### src/rtl/cam_capture_pkg.sv
// Shared definitions for the camera capture block: resolution defaults,
// capture FSM encoding and the RGB565 color-bar palette.
package cam_capture_pkg;

  localparam int H_RES_DEF = 480;
  localparam int V_RES_DEF = 272;
  localparam int N_BARS    = 8;

  typedef enum logic [1:0] {
    S_SYNC   = 2'd0,
    S_VBLANK = 2'd1,
    S_ACTIVE = 2'd2
  } cap_state_e;

  localparam logic [15:0] RGB_WHITE   = 16'hFFFF;
  localparam logic [15:0] RGB_YELLOW  = 16'hFFE0;
  localparam logic [15:0] RGB_CYAN    = 16'h07FF;
  localparam logic [15:0] RGB_GREEN   = 16'h07E0;
  localparam logic [15:0] RGB_MAGENTA = 16'hF81F;
  localparam logic [15:0] RGB_RED     = 16'hF800;
  localparam logic [15:0] RGB_BLUE    = 16'h001F;
  localparam logic [15:0] RGB_BLACK   = 16'h0000;

  // Bar order runs left to right across the line.
  function automatic logic [15:0] bar_color(input logic [2:0] idx);
    case (idx)
      3'd0:    return RGB_WHITE;
      3'd1:    return RGB_YELLOW;
      3'd2:    return RGB_CYAN;
      3'd3:    return RGB_GREEN;
      3'd4:    return RGB_MAGENTA;
      3'd5:    return RGB_RED;
      3'd6:    return RGB_BLUE;
      default: return RGB_BLACK;
    endcase
  endfunction

endpackage

### src/rtl/cam_testpat_gen.sv
// Color-bar generator: maps a pixel column to one of eight RGB565 bars.
// Compiled only when CAM_CAPTURE_TESTPAT_EN is defined.
`ifdef CAM_CAPTURE_TESTPAT_EN
module cam_testpat_gen
  import cam_capture_pkg::*;
#(
  parameter int H_RES  = H_RES_DEF,
  parameter int X_W    = 9,
  parameter int DATA_W = 16
) (
  input  logic [X_W-1:0]    i_x,
  output logic [DATA_W-1:0] o_color
);

  localparam int BAR_W = H_RES / N_BARS;

  logic [2:0] bar_idx;

  // Threshold compares instead of a divider; the last matching bar wins.
  always_comb begin
    // NOTE: every always_comb output gets a default first so no latch is inferred.
    bar_idx = '0;
    for (int k = 1; k < N_BARS; k++) begin
      if (i_x >= X_W'(k * BAR_W)) bar_idx = 3'(k);
    end
    o_color = DATA_W'(bar_color(bar_idx));
  end

endmodule
`endif

### src/rtl/cam_capture.sv
// Camera capture: assembles high/low byte pairs into RGB565 frame-buffer writes.
// Optional color-bar test pattern is built when CAM_CAPTURE_TESTPAT_EN is defined.
module cam_capture
  import cam_capture_pkg::*;
#(
  parameter int H_RES  = H_RES_DEF,
  parameter int V_RES  = V_RES_DEF,
  parameter int DATA_W = 16,
  parameter int ADDR_W = 17
) (
  input  logic              i_clk,
  input  logic              i_rst_n,
  input  logic              i_cam_vsync,
  input  logic              i_cam_href,
  input  logic [7:0]        i_cam_data,
  input  logic              i_test_mode,
  output logic              o_wr_en,
  output logic [ADDR_W-1:0] o_wr_addr,
  output logic [DATA_W-1:0] o_wr_data,
  output logic              o_vsync,
  output logic              o_frame_done,
  output logic              o_err
);

  localparam int X_W = $clog2(H_RES + 1);
  localparam int Y_W = $clog2(V_RES + 1);

  cap_state_e        state_q;
  logic              armed_q;
  logic              phase_q;
  logic [7:0]        hi_q;
  logic [X_W-1:0]    x_q;
  logic [Y_W-1:0]    y_q;
  logic [ADDR_W-1:0] addr_q;
  logic [ADDR_W-1:0] line_base_q;
  logic              href_q;
  logic              vsync_q;
  logic              wr_en_q;
  logic [ADDR_W-1:0] wr_addr_q;
  logic [DATA_W-1:0] wr_data_q;
  logic              frame_done_q;
  logic              err_q;

  logic              vs_rise;
  logic              vs_fall;
  logic              href_fall;
  logic              take_byte;
  logic              pix_in_range;
  logic [DATA_W-1:0] pix_data_d;

  assign vs_rise      = i_cam_vsync & ~vsync_q;
  assign vs_fall      = ~i_cam_vsync & vsync_q;
  assign href_fall    = href_q & ~i_cam_href;
  // A byte arriving with the VSYNC rise belongs to an aborted line.
  assign take_byte    = (state_q == S_ACTIVE) && i_cam_href && !vs_rise;
  assign pix_in_range = (x_q < X_W'(H_RES)) && (y_q < Y_W'(V_RES));

`ifdef CAM_CAPTURE_TESTPAT_EN
  logic [DATA_W-1:0] bar_color_w;

  cam_testpat_gen #(
    .H_RES  (H_RES),
    .X_W    (X_W),
    .DATA_W (DATA_W)
  ) u_testpat (
    .i_x     (x_q),
    .o_color (bar_color_w)
  );

  assign pix_data_d = i_test_mode ? bar_color_w : DATA_W'({hi_q, i_cam_data});
`else
  logic unused_test_mode;
  assign unused_test_mode = i_test_mode;
  assign pix_data_d       = DATA_W'({hi_q, i_cam_data});
`endif

  always_ff @(posedge i_clk or negedge i_rst_n) begin
    if (!i_rst_n) begin
      state_q      <= S_SYNC;
      armed_q      <= 1'b0;
      phase_q      <= 1'b0;
      hi_q         <= '0;
      x_q          <= '0;
      y_q          <= '0;
      addr_q       <= '0;
      line_base_q  <= '0;
      href_q       <= 1'b0;
      vsync_q      <= 1'b0;
      wr_en_q      <= 1'b0;
      wr_addr_q    <= '0;
      wr_data_q    <= '0;
      frame_done_q <= 1'b0;
      err_q        <= 1'b0;
    end else begin
      // NOTE: non-blocking assignments keep every register reading pre-edge values.
      vsync_q      <= i_cam_vsync;
      href_q       <= i_cam_href;
      wr_en_q      <= 1'b0;
      frame_done_q <= 1'b0;

      case (state_q)
        S_SYNC: begin
          // Require VSYNC seen low first so a level held across reset is not a rise.
          if (!i_cam_vsync) armed_q <= 1'b1;
          if (armed_q && i_cam_vsync) state_q <= S_VBLANK;
        end

        S_VBLANK: begin
          if (vs_fall) begin
            state_q     <= S_ACTIVE;
            phase_q     <= 1'b0;
            x_q         <= '0;
            y_q         <= '0;
            addr_q      <= '0;
            line_base_q <= '0;
          end
        end

        S_ACTIVE: begin
          if (vs_rise) begin
            state_q      <= S_VBLANK;
            frame_done_q <= 1'b1;
            phase_q      <= 1'b0;
            x_q          <= '0;
          end else if (take_byte) begin
            phase_q <= ~phase_q;
            if (!phase_q) begin
              hi_q <= i_cam_data;
            end else begin
              if (pix_in_range) begin
                wr_en_q   <= 1'b1;
                wr_addr_q <= addr_q;
                wr_data_q <= pix_data_d;
                addr_q    <= addr_q + ADDR_W'(1);
              end else begin
                err_q <= 1'b1;
              end
              if (x_q < X_W'(H_RES)) x_q <= x_q + X_W'(1);
            end
          end else if (href_fall) begin
            if (phase_q) begin
              phase_q <= 1'b0;
              err_q   <= 1'b1;
            end
            x_q <= '0;
            // Line base tracks y*H_RES by addition; short lines still land on the next row.
            if ((x_q != '0) && (y_q < Y_W'(V_RES))) begin
              y_q         <= y_q + Y_W'(1);
              line_base_q <= line_base_q + ADDR_W'(H_RES);
              addr_q      <= line_base_q + ADDR_W'(H_RES);
            end
          end
        end

        default: state_q <= S_SYNC;
      endcase
    end
  end

  assign o_wr_en      = wr_en_q;
  assign o_wr_addr    = wr_addr_q;
  assign o_wr_data    = wr_data_q;
  assign o_vsync      = vsync_q;
  assign o_frame_done = frame_done_q;
  assign o_err        = err_q;

endmodule

### config.mk
export PLATFORM = sky130hd
export DESIGN_NAME = cam_capture
export DESIGN_NICKNAME = d
export VERILOG_FILES = /design/src/rtl/cam_capture_pkg.sv /design/src/rtl/cam_testpat_gen.sv /design/src/rtl/cam_capture.sv
export SDC_FILE = /design/constraint.sdc
export NUM_CORES = 1
export LEC_CHECK = 0
export ABC_AREA = 1
export BUFFER_PORTS_ARGS = -buffer_cell sky130_fd_sc_hd__buf_4
export CAP_MARGIN = 20
export CORE_MARGIN = 2
export CORE_UTILIZATION = 53
export CTS_CLUSTER_DIAMETER = 50
export CTS_CLUSTER_SIZE = 10
export DETAILED_ROUTE_END_ITERATION = 10
export PLACE_DENSITY = 0.76
export SYNTH_ARGS = -nofsm -noshare
export SYNTH_HDL_FRONTEND = slang
export SYNTH_SLANG_ARGS = --single-unit
### constraint.sdc
create_clock -name i_clk -period 1.75 [get_ports i_clk]
set_clock_uncertainty 0.15 [all_clocks]
set_input_delay 0.0875 -clock i_clk [delete_from_list [all_inputs] [get_ports i_clk]]
set_output_delay 0.0875 -clock i_clk [all_outputs]
set_load 0.02 [all_outputs]
==> run metrics, run 1 <==
cell type group with the largest total delay on the critical path=buffers and inverters; critical path start-end classification=flop to flop; setup slack of the critical path after layout=-148 ps; Worst slew margin=71.8%; FILL cells=669; biggest area contributors in the synthesized netlist=dfrtp_1 49%, nand2_1 16%, nand3_1 6.1%; Cell Count, Final, Fillers Out=855; cts bufs inserted=9; wire length of the first global-routing pass=18800 um; reported leakage power=3.12 nW; net count of the mapped netlist=666; primary flip-flop cell chosen by synthesis mapping=dfrtp_1; via count=4597; Total Negative Setup Slacks=-6350 ps; flops & latches, synth=97; area growth from synthesis to layout=31.0%; measured slew at the worst slew-check pin=423 ps; routed len/inst=14.7 um; violations in the final reports=negative setup slack; fraction of layout instances using a drive strength above 1=25.9%; maxcap violations=0; library cells used by synthesis=30; largest net degree at the start of global routing=43; Pwr per Cell Area=1250 mW/mm2; data required time of the worst path=1860 ps; Worst Path Buf+Inv=4; Hold Fails Final Rpt=0; Cell Area, Placed=0.00567 mm2; Clock Path Buffers=2; endpoint of the lowest-slack register-to-register path=line_base_q[5]$_DFFE_PN0P_; commonest cells in the netlist=215 x nand2_1, 97 x dfrtp_1, 67 x inv_1, 61 x nand3_1, 50 x o21ai_1; Power, Total=8.12 mW; mean cell area of the mapped netlist=7.72 um2; simple logic cell fraction of the synthesized area=29.7%; list of cells traversed by the critical path=inv_2 > ha_4 > buf_4 > inv_6 > a21oi_4 > nor3_2 > nand3_2 > clkbuf_16 > nand2_1 > o21ai_1; minimum period implied by the final worst setup slack=1900 ps; combinational family with the most area after synthesis=simple AND/OR/NAND/NOR gates; unrepaired setup endpoints after global routing=true; f_max=527 MHz; total count of max-transition violations in the final report=0; HPWL after detailed placement=7770 um; clock network latency to the later pin of the worst-skew pair=370 ps; area of the core=0.00920 mm2; largest fanout of any net on the critical path=21; Placed Instances=811; buffer type at the clock tree root=clkbuf_8; Post-synth EDFFs=0; wire length after detailed routing=12600 um; startpoint of the worst register-to-register path=state_q[0]$_DFFE_PN0P_; maximum level of the CTS H-tree=3; average vias per placed instance=5.38; leading area contributor after synthesis=dfrtp_1; post-synthesis sequential area ratio=48.8%; crit path DAT=2010 ps; number of remaining DRC errors=0; share of the core filled with cells=70.9%; antenna cell count=0; remaining number of nets flagged by the antenna check after routing=0; row cnt=35; Async S/R FF share, synth=100%; fraction of the mapped netlist area in compound gates=9.68%; arithmetic-cell share of the synthesized area counting full adders, half adders and majority gates=2.01%; total overflow reported by the global router=0; port buffer count=48; library cell contributing the largest single delay on the critical path=dfrtp_1; Pre-Repair DR Iteration Count=5; area share of xor/xnor cells in the synthesized design=1.58%; period utilisation layout=108%; antenna violations before repair=0; GP Congestion=0.920; mux contribution to synthesized area=0%; # clock sinks=97; net total in the final layout=760; area of all placed cells without fillers=0.00652 mm2; clock tree from TritonCTS=done; endpoint class of the critical path=flop; area enclosed by the die boundary=0.0102 mm2; Die Y=101 um; critical path startpoint category=flop; Ys Warns=0; leading cell type by number of instances after synthesis=nand2_1; overall die width=101 um; worst reg-to-reg setup slack=-150 ps; via count of the first global-routing pass=4153; run status=finished, violations left; Peak supply drop=0.665 mV; CP peak stage delay=380 ps; Global Route Usage Sum=23.0%; total setup violations reported at the end of the flow=79; Worst Setup SP=state_q[0]$_DFFE_PN0P_; area of the mapped netlist=0.00498 mm2; depth of the most critical reg-to-reg path=10; I/O pin cnt=50; share of the synthesized area in the top cell type=48.8%; WP depth=10; register clock-pin slew on the reported worst setup and hold paths=90 ps; synthesized instance count=645; Initial DRC Count=260; initial cell density of the core=54.1%; class of the tightest hold or removal check=primary input to asynchronous set/reset pin
where the power goes:
group | switching, mW | internal (mW)
sequential | 0.304 | 2.60
combinational | 2.28 | 1.56
clock | 0.804 | 0.568
worst max-delay path by stage:
stage                                      end  slack, ps
finish              line_base_q[5]$_DFFE_PN0P_       -150
global route        line_base_q[5]$_DFFE_PN0P_       -250
CTS                   o_wr_addr[6]$_DFFE_PN0P_        -40
detailed placement      addr_q[12]$_DFFE_PN0P_       -150
global placement        addr_q[12]$_DFFE_PN0P_        -60
floorplan               addr_q[11]$_DFFE_PN0P_        -20
stage by stage:
stage	hold WS (ps)	setup WS, ps
after CTS	57.4	-41.4
after detailed placement	-97.7	-145
after global placement	-102	-58.3
after global routing	76.0	-255
final	44.7	-148
after floorplan	-358	-24.2
logic make-up (layout without fill, tap and decap cells):
| family | after synthesis | count (layout) |
|---|---|---|
| adder cells (fa/ha/maj) | 8 | 8 |
| flip-flops | 97 | 97 |
| XOR/XNOR | 9 | 9 |
| buffers and inverters | 94 | 192 |
| AO/OA/AOI/OAI | 93 | 93 |
| AND/OR/NAND/NOR | 344 | 345 |
routing by layer:
layer,global-route usage [%],part of all wire (%),wire [um]
met1,30.6,42,5350
met2,38.3,51,6430
met3,4.23,4.4,554
met4,7.17,2.2,278
met5,0,0,0
cells in the final DEF, fill, tap and decap left out, types with 2 or more instances in the layout:
master         instances
a21oi_1                6
a21oi_4                2
buf_12                 8
buf_4                 74
buf_6                  5
clkbuf_16              4
clkbuf_8              10
clkinv_2               2
clkinvlp_4             2
dfrtp_1               97
dlygate4sd3_1         11
ha_1                   7
inv_1                 64
inv_2                  4
inv_6                  4
nand2_1              183
nand2_2               22
nand2_4               13
nand3_1               53
nand3_2                9
nand3b_1               2
nand4_1               11
nand4_4                2
nor2_1                29
nor2_2                 2
nor2_4                 6
nor3_1                 4
nor3_2                 2
o21ai_0               23
o21ai_1               44
o21ai_2               12
o21bai_1               4
or2_2                  5
xor2_1                 8
flip-flops by register name, indices dropped and copies added, names as in the netlist, 2 cells and up:
| name | count |
|---|---|
| state_q | 2 |
| x_q | 9 |
| y_q | 9 |
| addr_q | 17 |
| line_base_q | 12 |
| o_wr_data | 16 |
| hi_q | 8 |
| o_wr_addr | 17 |
layout make-up:
class                           instances  area [um2]  share of cell area (%)
Tap cell                              111         139                    2.13
Inverter                               72         282                    4.32
Multi-Input combinational cell        455        2480                    38.0
Clock buffer                           11         141                    2.17
Timing Repair inverter                  1        7.51                   0.115
Timing Repair Buffer                  103        1010                    15.5
Clock inverter                          5        36.3                   0.556
Sequential cell                        97        2430                    37.2
timing repair:
action | 4_1_cts | 5_1_grt
pin swaps | 2 | 18
hold buffers | 11 | 0
gates resized for setup | 18 | 76
cloned | 2 | 6
buffers inserted | 3 | 6
setup endpoints to repair | 81 | 82
endpoints found under the hold margin | 118 | 0
Note: power is estimated with default switching activity, not from simulation.
==> run 2, diff against run 1 <==
Settings changed: CAP_MARGIN 20 to 40, CORE_UTILIZATION 53 to 59, PLACE_DENSITY 0.76 to 0.8, SKIP_CTS_REPAIR_TIMING from default to 1.
Clock period 1.75 ns to 2.15 ns, I/O delays scaled along.
==> run metrics, run 2 (synthesis gave the netlist of run 1 again) <==
routed len/inst=13.3 um (-10%); FILL cells=666 (-0.45%); clock network latency to the later pin of the worst-skew pair=370 ps (about the same); Pre-Repair DR Iteration Count=7 (+2); total overflow reported by the global router=0 (unchanged); Hold Fails Final Rpt=0 (unchanged); cts bufs inserted=9 (unchanged); critical path startpoint category=flop; Pwr per Cell Area=1010 mW/mm2 (-19%); Worst slew margin=65.8% (-6.0 points); class of the tightest hold or removal check=primary input to asynchronous set/reset pin; measured slew at the worst slew-check pin=513 ps (+90.2 ps); part of the power in registers=40.4% (+4.6 points); endpoint class of the critical path=flop; antenna cell count=0 (unchanged); endpoint of the lowest-slack register-to-register path=addr_q[11]$_DFFE_PN0P_; largest fanout of any net on the critical path=16 (-24%); buffer type at the clock tree root=clkbuf_8; antenna violations before repair=0 (unchanged); switching power share of the total=42.1% (+0.35 points); period utilisation layout=91.4% (-17 points); worst reg-to-reg setup slack=180 ps (+330 ps); wire length of the first global-routing pass=17900 um (-4.8%); total net switching power=2.46 mW (-27%); port buffer count=48 (unchanged); area enclosed by the die boundary=0.00919 mm2 (-9.8%); critical path start-end classification=flop to flop; register clock-pin slew on the reported worst setup and hold paths=100 ps (about the same); Global Route Usage Sum=24.8% (+1.8 points); worst-case setup slack after placement=-28.8 ps (+117 ps); Clock Path Buffers=2 (unchanged); initial cell density of the core=60.6% (+6.5 points); largest net degree at the start of global routing=43 (unchanged); Die Y=95.9 um (-5.0%); Cell Area, Placed=0.00544 mm2 (-4.1%); setup slack of the critical path after layout=184 ps (+333 ps); depth of the most critical reg-to-reg path=13 (+3); area growth from synthesis to layout=16.2%; maximum level of the CTS H-tree=3 (unchanged); remaining number of nets flagged by the antenna check after routing=0 (unchanged); portion of total power attributed to combinational logic=39.6% (-7.7 points); average vias per placed instance=5.35 (-0.49%); area of all placed cells without fillers=0.00579 mm2 (-11%); area of the core=0.00822 mm2 (-11%); wire length after detailed routing=10800 um (-14%); highest-count cells in the layout ignoring fill and taps=214 x nand2_1, 97 x dfrtp_1, 66 x inv_1, 61 x nand3_1, 55 x buf_4; unrepaired setup endpoints after global routing=false; HPWL after detailed placement=7430 um (-4.3%); via count=4355 (-5.3%); reported leakage power=2.81 nW (-9.8%); f_max=509 MHz (-3.4%); startpoint of the worst register-to-register path=state_q[0]$_DFFE_PN0P_; number of remaining DRC errors=0 (unchanged); crit path DAT=2130 ps (+120 ps); via count of the first global-routing pass=4035 (-2.8%); GP Congestion=0.894 (-2.9%); Initial DRC Count=242 (-6.9%); maxcap violations=0 (unchanged); run status=complete, no violations; internal cell power=3.39 mW (-28%); data required time of the worst path=2310 ps (+450 ps); Peak supply drop=0.615 mV (-7.6%); I/O pin cnt=50 (unchanged); clock share of power=20.1% (+3.2 points); # clock sinks=97 (unchanged); commonest non-fill, non-tap cell in the layout=nand2_1; row cnt=33 (-5.7%); minimum period implied by the final worst setup slack=1970 ps (+67.5 ps); clock tree from TritonCTS=done; total count of max-transition violations in the final report=0 (unchanged); net total in the final layout=725 (-4.6%); total setup violations reported at the end of the flow=0 (-100%); fraction of layout instances using a drive strength above 1=14.1% (-12 points); overall die width=95.9 um (-5.0%)
-- run 2: cell count changes in the layout (fill, tap and decap cells not counted), sizes merged --
cell / previous run / this run
nand4: 13 / 12
inv: 73 / 75
clkbuf: 15 / 9
clkinvlp: 2 / 1
buf: 88 / 59
-- run 2: per-layer routing --
metal / share of wire (%) / global-route usage, % / vias up
met1: 46 / 32.5 / 2025
met4: 1.6 / 8.57 / 0
met2: 48 / 40.8 / 119
li1: - / - / 2189
met3: 4.4 / 5.56 / 22
met5: 0 / 0 / -
-- run 2: worst max path at each step --
stage / to / startpoint / slack [ps]
6_report: addr_q[11]$_DFFE_PN0P_ / state_q[0]$_DFFE_PN0P_ / 180
5_1_grt: addr_q[3]$_DFFE_PN0P_ / state_q[0]$_DFFE_PN0P_ / 10
4_1_cts: addr_q[0]$_DFFE_PN0P_ / state_q[0]$_DFFE_PN0P_ / -70
3_5_place_dp: addr_q[6]$_DFFE_PN0P_ / state_q[0]$_DFFE_PN0P_ / -30
3_3_place_gp: addr_q[2]$_DFFE_PN0P_ / state_q[0]$_DFFE_PN0P_ / 80
2_1_floorplan: o_wr_addr[11]$_DFFE_PN0P_ / state_q[0]$_DFFE_PN0P_ / 290
-- run 2: final cells by class --
class | count | area, um2 | area share (%)
multi-input cells | 454 | 2160 | 37.3
repair buffers | 70 | 603 | 10.4
well taps | 105 | 131 | 2.27
inverters | 72 | 273 | 4.71
flip-flops and latches | 97 | 2430 | 41.9
clock buffers | 9 | 124 | 2.14
clock inverters | 7 | 70.1 | 1.21
-- run 2: power groups by stage --
stage,Sequential (mW),Clock [mW],Combinational (mW)
after floorplan,2.38,0,1.56
after global placement,2.37,0,2.10
after detailed placement,2.39,0,2.16
after CTS,2.35,1.20,2.18
after global routing,2.40,1.28,2.59
final,2.36,1.17,2.32
-- run 2: through the flow --
step	TNS, ps	total power, mW	hold slack [ps]	util, %	instances
2_1_floorplan	0	3.95	-338	-	645
3_3_place_gp	0	4.46	-35.1	66.2	786
3_5_place_dp	-247	4.54	-33.2	66.2	786
4_1_cts	-656	5.73	-440	68.6	802
5_1_grt	0	6.28	138	70.4	814
6_report	0	5.85	96.3	70.4	814
-- run 2: worst max-delay path: stages (launching register included) --
cell	delay [ps]
dfrtp_1	400
inv_2	110
ha_4	180
nand2_2	60
inv_2	50
nand2_2	80
inv_4	130
nor2_1	50
nand2_1	140
nand2_2	100
nor2_4	130
buf_12	150
nand3_1	90
nand2_1	60
==> run 3, diff against run 2 <==
Settings changed: ABC_AREA 1 to default, SETUP_SLACK_MARGIN from default to 0.3.
==> run metrics, run 3 <==
run status=finished, violations left; violations in the final reports=negative setup slack; # clock sinks=97 (unchanged); area of the mapped netlist=0.00487 mm2 (-2.2%); post-synthesis sequential area ratio=49.8% (+1.1 points); leading area contributor after synthesis=dfrtp_1; measured slew at the worst slew-check pin=627 ps (+114 ps); clock network latency to the later pin of the worst-skew pair=380 ps (about the same); routed len/inst=25.1 um (+89%); average vias per placed instance=6.98 (+30%); Post-Route Hold Slack=41.4 ps (-54.9 ps); data required time of the worst path=2270 ps (-40 ps); class of the tightest hold or removal check=primary input to flop; Die Y=94.9 um (-1.0%); HPWL after detailed placement=8490 um (+14%); critical path startpoint category=flop; Pre-Repair DR Iteration Count=9 (+2); Power, Total=8.42 mW (+44%); critical hold path startpoint=i_cam_vsync; crit path DAT=2620 ps (+490 ps); largest net degree at the start of global routing=46 (+7.0%); library cell contributing the largest single delay on the critical path=or4_1; via count of the first global-routing pass=4036 (+0.025%); wire length of the first global-routing pass=19800 um (+11%); cts bufs inserted=9 (unchanged); Initial DRC Count=646 (+170%); net total in the final layout=606 (-16%); maximum level of the CTS H-tree=3 (unchanged); area of the core=0.00809 mm2 (-1.5%); minimum period implied by the final worst setup slack=2500 ps (+534 ps); GP Congestion=0.891 (-0.38%); total setup violations reported at the end of the flow=66 (+66); unrepaired setup endpoints after global routing=true; register clock-pin slew on the reported worst setup and hold paths=100 ps (about the same); clock tree from TritonCTS=done; Hold Fails Final Rpt=0 (unchanged); net count of the mapped netlist=483 (-27%); commonest cells in the netlist=97 x dfrtp_1, 41 x mux2_2, 41 x nand2_1, 37 x o21ai_0, 24 x nand3_1; highest-count cells in the layout ignoring fill and taps=96 x dfrtp_1, 94 x buf_4, 41 x mux2_4, 30 x nand2_1, 18 x nand3_1; combinational family with the most area after synthesis=compound AO/OA/AOI/OAI gates; primary flip-flop cell chosen by synthesis mapping=dfrtp_1; total count of max-transition violations in the final report=0 (unchanged); simple logic cell fraction of the synthesized area=15.0% (-15 points); antenna cell count=0 (unchanged); fraction of layout instances using a drive strength above 1=44.2% (+30 points); Pwr per Cell Area=1210 mW/mm2 (+20%); number of remaining DRC errors=0 (unchanged); wire length after detailed routing=17500 um (+62%); fraction of the mapped netlist area in compound gates=19.0% (+9.3 points); remaining number of nets flagged by the antenna check after routing=0 (unchanged); mux contribution to synthesized area=9.99% (+10 points); flops & latches, synth=97 (unchanged); library cells used by synthesis=61 (+100%); via count=4851 (+11%); port buffer count=48 (unchanged); Async S/R FF share, synth=100% (unchanged); startpoint of the worst register-to-register path=x_q[4]$_DFFE_PN0P_; Post-synth EDFFs=0 (unchanged); list of cells traversed by the critical path=or4_1 > or4_4 > o211ai_4 > buf_6 > a211oi_1 > o22ai_1; f_max=400 MHz (-21%); reported leakage power=3.15 nW (+12%); largest fanout of any net on the critical path=8 (-8); worst-case hold path end point=state_q[0]$_DFFE_PN0P_; Cell Area, Placed=0.00593 mm2 (+8.9%); setup slack of the critical path after layout=-350 ps (-534 ps); share of the synthesized area in the top cell type=49.8% (+1.1 points); depth of the most critical reg-to-reg path=6 (-7); I/O pin cnt=50 (unchanged); area growth from synthesis to layout=42.5%; period utilisation layout=116% (+25 points); worst reg-to-reg setup slack=-350 ps (-530 ps); synthesized instance count=462 (-28%); CP peak stage delay=520 ps (+120 ps); critical path start-end classification=flop to flop; overall die width=94.9 um (-1.0%); Worst slew margin=58.2% (-7.6 points); endpoint class of the critical path=flop; arithmetic-cell share of the synthesized area counting full adders, half adders and majority gates=2.05% (+0.044 points); buffer type at the clock tree root=clkbuf_8; endpoint of the lowest-slack register-to-register path=addr_q[12]$_DFFE_PN0P_; area enclosed by the die boundary=0.00900 mm2 (-2.1%); mean cell area of the mapped netlist=10.5 um2 (+37%); Global Route Usage Sum=28.7% (+3.9 points); initial cell density of the core=60.2% (-0.40 points); antenna violations before repair=0 (unchanged); leading cell type by number of instances after synthesis=dfrtp_1; area share of xor/xnor cells in the synthesized design=0.360% (-1.2 points); maxcap violations=0 (unchanged); total overflow reported by the global router=0 (unchanged); Total Negative Setup Slacks=-9500 ps (-9500 ps); Ys Warns=0 (unchanged); commonest non-fill, non-tap cell in the layout=dfrtp_1; depth of the worst hold-timing path=5; area of all placed cells without fillers=0.00694 mm2 (+20%); row cnt=33 (unchanged); biggest area contributors in the synthesized netlist=dfrtp_1 50%, mux2_2 9.5%, o21ai_0 3.8%; Clock Path Buffers=2 (unchanged); Peak supply drop=0.780 mV (+27%)
## run 3: layer usage
| layer | part of all wire (%) | routed length, um | track usage, % | vias to the layer above |
|---|---|---|---|---|
| li1 | - | - | - | 1978 |
| met1 | 36 | 6270 | 38.0 | 2309 |
| met2 | 48 | 8360 | 47.2 | 414 |
| met3 | 9.7 | 1700 | 6.38 | 150 |
| met4 | 6.4 | 1120 | 9.30 | 0 |
| met5 | 0 | 0 | 0 | - |
## run 3: kinds of logic after synthesis
logic type / count (synthesis)
multiplexers: 43
AND/OR/NAND/NOR: 139
XOR/XNOR: 2
flip-flops: 97
buffers and inverters: 44
adder cells (fa/ha/maj): 8
AO/OA/AOI/OAI: 129
## run 3: final cells by class
class | instances | area [um2]
Timing Repair Buffer | 133 | 1280
Sequential cell | 97 | 2430
Multi-Input combinational cell | 323 | 2820
Fill cell | 352 | 1150
Clock buffer | 10 | 128
Clock inverter | 6 | 50.0
Tap cell | 105 | 131
Inverter | 21 | 105
## run 3: power breakdown
part	leakage (nW)	internal [mW]	switching, mW	total, mW
combinational	1.75	2.24	2.53	4.77
sequential	1.31	2.15	0.368	2.51
clock	0.0835	0.435	0.709	1.14
total	3.15	4.82	3.61	8.42
## run 3: through the flow
| step | worst slack (ps) | utilization, % | std cells |
|---|---|---|---|
| detailed placement | -233 | 73.3 | 644 |
| global placement | -177 | 73.3 | 644 |
| finish | -350 | 85.8 | 695 |
| floorplan | -121 | - | 462 |
| CTS | -253 | 75.4 | 660 |
| global route | -471 | 85.8 | 695 |
## run 3: worst max-delay path by stage
stage | from | to | slack, ps | cells after the start
after floorplan | x_q[4]$_DFFE_PN0P_ | addr_q[0]$_DFFE_PN0P_ | -120 | 5
after global placement | x_q[4]$_DFFE_PN0P_ | addr_q[15]$_DFFE_PN0P_ | -180 | 6
after detailed placement | x_q[4]$_DFFE_PN0P_ | addr_q[12]$_DFFE_PN0P_ | -230 | 6
after CTS | x_q[4]$_DFFE_PN0P_ | addr_q[12]$_DFFE_PN0P_ | -250 | 6
after global routing | x_q[4]$_DFFE_PN0P_ | addr_q[10]$_DFFE_PN0P_ | -470 | 6
final | x_q[4]$_DFFE_PN0P_ | addr_q[12]$_DFFE_PN0P_ | -350 | 6
## run 3: worst max-delay path: cells and delay by family (launching register included)
| family | cells | cell delay, ps |
|---|---|---|
| buffers and inverters | 1 | 210 |
| DFF | 1 | 410 |
| and+or+nand+nor | 2 | 990 |
| AOI/OAI and AO/OA | 3 | 660 |
